### src/rtl/eclock_vma_ctrl.sv
// ============================================================================
//  Module   : eclock_vma_ctrl
//  Function : 6800-style E clock detect/generate and VPA/VMA handshake that
//             returns a one-clock sync_dtack aligned with E to the bus sequencer.
//  Revision : 1.0  initial release
// ============================================================================
`default_nettype none
`timescale 1ns/1ps

module eclock_vma_ctrl #(
    parameter int E_LOW        = 6,
    parameter int E_HIGH       = 4,
    parameter int VMA_SLOT     = 2,
    parameter int DETECT_EDGES = 3
) (
    input  logic c7m,
    input  logic rst_pistorm_mode,
    input  logic m68k_reset_n,
    input  logic bus_granted,
    input  logic s3,
    input  logic s7,
    input  logic vpa_n,
    input  logic e_in,
    output logic e_out,
    output logic e_oe,
    output logic vma_n,
    output logic vma_oe,
    output logic sync_dtack,
    output logic e_ext_present
);

    localparam int E_PERIOD = E_LOW + E_HIGH;
    localparam int CW       = $clog2(E_PERIOD);
    localparam int DW       = $clog2(DETECT_EDGES + 1);

    localparam logic [CW-1:0] E_LAST       = CW'(E_PERIOD - 1);
    localparam logic [CW-1:0] E_HIGH_START = CW'(E_LOW);
    localparam logic [CW-1:0] VMA_AT       = CW'(VMA_SLOT);
    localparam logic [CW-1:0] E_RESYNC     = CW'(1);
    localparam logic [DW-1:0] DET_MAX      = DW'(DETECT_EDGES);

    localparam logic [1:0] ST_IDLE   = 2'd0;
    localparam logic [1:0] ST_WAIT_E = 2'd1;
    localparam logic [1:0] ST_VMA    = 2'd2;
    localparam logic [1:0] ST_DONE   = 2'd3;

    logic          e_meta_q, e_s_q, e_s_d_q;
    logic          e_fall;
    logic [CW-1:0] e_cnt_q, e_cnt_d;
    logic [DW-1:0] edge_cnt_q, edge_cnt_d;
    logic          e_oe_q, e_oe_d;
    logic          reset_d_q;
    logic [1:0]    state_q, state_d;
    logic          vma_n_q, vma_n_d;
    logic          sync_dtack_q, sync_dtack_d;
    logic          e_last;
    logic          abort;

    // Synchroniser flops reset low so that leaving reset never fakes an E fall.
    always_ff @(posedge c7m or posedge rst_pistorm_mode) begin
        if (rst_pistorm_mode) begin
            e_meta_q <= 1'b0;
            e_s_q    <= 1'b0;
            e_s_d_q  <= 1'b0;
        end else begin
            e_meta_q <= e_in;
            e_s_q    <= e_meta_q;
            e_s_d_q  <= e_s_q;
        end
    end

    assign e_fall        = e_s_d_q & ~e_s_q;
    assign e_last        = (e_cnt_q == E_LAST);
    assign e_ext_present = (edge_cnt_q == DET_MAX);
    assign abort         = ~bus_granted | ~m68k_reset_n;

    always_comb begin
        e_cnt_d    = e_cnt_q + CW'(1);
        edge_cnt_d = edge_cnt_q;
        e_oe_d     = e_oe_q;
        if (!e_oe_q && e_fall) begin
            e_cnt_d = E_RESYNC;
        end else if (e_last) begin
            e_cnt_d = '0;
        end
        // Our own E must never be counted as evidence of a host E.
        if (!e_oe_q && e_fall && (edge_cnt_q != DET_MAX)) begin
            edge_cnt_d = edge_cnt_q + DW'(1);
        end
        if (!reset_d_q && m68k_reset_n) begin
            e_oe_d = ~e_ext_present;
        end
    end

    always_ff @(posedge c7m or posedge rst_pistorm_mode) begin
        if (rst_pistorm_mode) begin
            e_cnt_q    <= '0;
            edge_cnt_q <= '0;
            e_oe_q     <= 1'b0;
            reset_d_q  <= 1'b0;
        end else begin
            e_cnt_q    <= e_cnt_d;
            edge_cnt_q <= edge_cnt_d;
            e_oe_q     <= e_oe_d;
            reset_d_q  <= m68k_reset_n;
        end
    end

    always_ff @(posedge c7m or posedge rst_pistorm_mode) begin
        if (rst_pistorm_mode) begin
            state_q      <= ST_IDLE;
            vma_n_q      <= 1'b1;
            sync_dtack_q <= 1'b0;
        end else begin
            state_q      <= state_d;
            vma_n_q      <= vma_n_d;
            sync_dtack_q <= sync_dtack_d;
        end
    end

    always_comb begin
        state_d = state_q;
        if (abort) begin
            state_d = ST_IDLE;
        end else begin
            case (state_q)
                ST_IDLE:   if (s3 && !vpa_n)          state_d = ST_WAIT_E;
                ST_WAIT_E: if (e_cnt_q == VMA_AT)     state_d = ST_VMA;
                ST_VMA:    if (e_last)                state_d = ST_DONE;
                ST_DONE:   if (s7)                    state_d = ST_IDLE;
                default:                              state_d = ST_IDLE;
            endcase
        end
    end

    always_comb begin
        vma_n_d      = ~((state_d == ST_VMA) || (state_d == ST_DONE));
        sync_dtack_d = (state_q == ST_VMA) && e_last && !abort;
    end

    assign e_out      = (e_cnt_q >= E_HIGH_START);
    assign e_oe       = e_oe_q;
    assign vma_n      = vma_n_q;
    assign vma_oe     = bus_granted;
    assign sync_dtack = sync_dtack_q;

endmodule

`default_nettype wire
### config.mk
export PLATFORM = sky130hd
export DESIGN_NAME = eclock_vma_ctrl
export DESIGN_NICKNAME = d
export VERILOG_FILES = /design/src/rtl/eclock_vma_ctrl.sv
export SDC_FILE = /design/constraint.sdc
export NUM_CORES = 1
export LEC_CHECK = 0
export CAP_MARGIN = 10
export CORE_MARGIN = 3
export CORE_UTILIZATION = 45
export DETAILED_ROUTE_END_ITERATION = 7
export PLACE_DENSITY_LB_ADDON = 0.25
export SYNTH_ARGS = -nofsm -noshare
export SYNTH_HDL_FRONTEND = slang
export SYNTH_SLANG_ARGS = --single-unit
### constraint.sdc
create_clock -name c7m -period 1.8 [get_ports c7m]
set_clock_uncertainty 0.1 [all_clocks]
set_input_delay 0.27 -clock c7m [delete_from_list [all_inputs] [get_ports c7m]]
set_output_delay 0.27 -clock c7m [all_outputs]
set_load 0.05 [all_outputs]
==> results.sh <==
export IMPL_clk_latency_ns=0.28
export IMPL_worst_setup_path_start_kind="flop"
export IMPL_yosysWarnings=0
export IMPL_synth_nets=64
export IMPL_max_slew_margin_rel_pct=62.6
export IMPL_powerDensity_nw_per_um2=1400
export IMPL_clock_path_buffers=2
export IMPL_seq_area_frac_synth_pct=60.1
export IMPL_die_area_sq_um=1880
export IMPL_fin_nets=81
export IMPL_ys_ff_latch=15
export IMPL_routedWlPerCell_um=13.0
export IMPL_maxCapViolCount=0
export IMPL_fillers=92
export IMPL_met2_length_um=513
export IMPL_floorplan_initialDensity_pct=52.2
export IMPL_r2r_slack_ns=0.29
export IMPL_dr_pass1_iters=3
export IMPL_cts_hold_buf=0
export IMPL_final_antenna_net_count=0
export IMPL_grt_pass1_vias=427
export IMPL_antenna_found_initial=0
export IMPL_synth_cells=55
export IMPL_hold_viol=0
export IMPL_async_reset_ff_share_pct=100
export IMPL_cts_tree="yes"
export IMPL_core_sq_um=1200
export IMPL_endpoint_kind="output pin"
export IMPL_die_w_um=43.3
export IMPL_seqCellArea_sq_um=377
export IMPL_syn_to_final_growth_pct=30.3
export IMPL_drc=0
export IMPL_clkTransAtPathRegs_ns=0.09
export IMPL_avgSynthCellArea_sq_um=11.4
export IMPL_drive_above_1_share_pct=19.7
export IMPL_power_leakage_uw=0.000379
export IMPL_vias_per_cell=5.05
export IMPL_critical_path_max_fanout=3
export IMPL_dpl_cell_area_sq_um=790
export IMPL_synth_edf_count=0
export IMPL_grt_max_degree=16
export IMPL_cp_required_ns=1.43
export IMPL_final_core_util_pct=68.0
export IMPL_setup_viol=0
export IMPL_detail_route_iter0_violations=7
export IMPL_cts_made_buffers=3
export IMPL_cts_resized=0
export IMPL_fp_dieH_um=43.3
export IMPL_synth_main_ff_cell="dfrtp_1"
export IMPL_fmax_mhz=656
export IMPL_cts_sinks=15
export IMPL_wl_met3_um=46
export IMPL_synth_commonest_cells="dfrtp_1, nand2_1, inv_1, o21ai_0"
export IMPL_h_tree_depth=1
export IMPL_gr_total_overflow=0
export IMPL_synth_top_cell_by_area="dfrtp_1"
export IMPL_wirelength_um=1110
export IMPL_row_count=12
export IMPL_whs_ns=0.230
export IMPL_place_congestion=0.776
export IMPL_peakVddDrop_mv=0.766
export IMPL_cts_root_buf="clkbuf_4"
export IMPL_top_layer="met4"
export IMPL_slew_viol_final=0
export IMPL_port_buffers=13
export IMPL_postCtsSetupBuffers=0
export IMPL_wirelength_met1_um=535
export IMPL_fin_crit_sh_pct=84.7
export IMPL_rsz0062_at_grt="no"
export IMPL_worst_setup_path_type="reg2out"
export IMPL_finalCriticalPeriod_ns=1.52
export IMPL_synth_most_common_cell="dfrtp_1"
export IMPL_ys_types=26
export IMPL_vias=429
export IMPL_multi_input_area_sq_um=224
export IMPL_min_path_type="in2async"
export IMPL_final_area_sq_um=817
export IMPL_io_pins=14
export IMPL_grt_use_total_pct=14.1
export IMPL_tns_ns=0
export IMPL_worst_ep_arrival_time_ns=1.15
export IMPL_status="completed"
export IMPL_syn_area_sq_um=627
export IMPL_synthTopCellsByArea="dfrtp_1, dfstp_2, o21ai_0, nand2_1, nand2b_1"
export IMPL_dp_hpwl_um=823
export IMPL_grt_pass1_wl_um=1880
export IMPL_synth_top_cell_area_share_pct=55.9
export IMPL_worstMarginPinSlew_ns=0.560
export IMPL_antenna_cells=0
==> routing by layer <==
metal / track usage [%] / vias to the layer above
met5: 0 / -
met4: 9.04 / 0
met3: 2.54 / 2
met1: 18.7 / 198
met2: 20.9 / 9
li1: - / 220
==> registers in the layout (all words and copies together) (netlist names) <==
register	flops
e_oe	1
sync_dtack	1
edge_cnt_q	2
state_q	2
reset_d_q	1
e_s_d_q	1
e_s_q	1
e_cnt_q	4
e_meta_q	1
vma_n	1
==> logic make-up after synthesis <==
family	Yosys count	synth area share, %
DFF	15	60.1
and+or+nand+nor	18	17.2
buffers and inverters	6	4.19
adders and majority gates	1	2.00
muxes	1	1.80
AOI/OAI and AO/OA	12	12.0
xor gates and xnor gates	2	2.79
==> final cells by class <==
type                    count  area share, %
well taps                  14           2.14
clock inverters             1          0.613
flip-flops and latches     15           46.1
multi-input cells          34           27.4
inverters                   5           2.30
repair buffers             13           18.7
clock buffers               3           2.76
==> worst max-delay path: stages, from the launching register on <==
cell     delay [ns]
dfrtp_1        0.41
ha_1           0.28
buf_12         0.18
==> power by group <==
group	internal (uW)	switching (uW)
logic	219	246
registers	412	78.9
clock network	82.3	106
==> worst paths after layout <==
path | start | cells past startpoint | end
worst min-delay path | rst_pistorm_mode | 2 | reset_d_q
max in group asynchronous | rst_pistorm_mode | 2 | e_cnt_q[1]
min in group c7m | e_meta_q | 0 | e_s_q
worst max register to register | e_cnt_q[0] | 4 | state_q[1]
worst min register to register | e_meta_q | 0 | e_s_q
worst max-delay path | edge_cnt_q[0] | 2 | e_ext_present
==> cell usage in the layout, fill, tap and decap left out, drive strengths merged, types with 2 or more instances in the layout <==
cell / count
dfrtp: 14
clkdlybuf4s50: 7
buf: 6
nand2: 5
inv: 5
o21ai: 4
nand2b: 3
nor2: 3
clkbuf: 3
nor2b: 2
a21oi: 2
==> per-stage QoR <==
stage | worst slack [ns] | std cells | total power [uW]
after floorplan | 0.0952 | 55 | 768
after global placement | 0.309 | 81 | 938
after detailed placement | 0.300 | 81 | 967
after CTS | 0.264 | 85 | 1160
after global routing | 0.176 | 85 | 1210
final | 0.276 | 85 | 1140
Power figures use the tool's default switching activity.
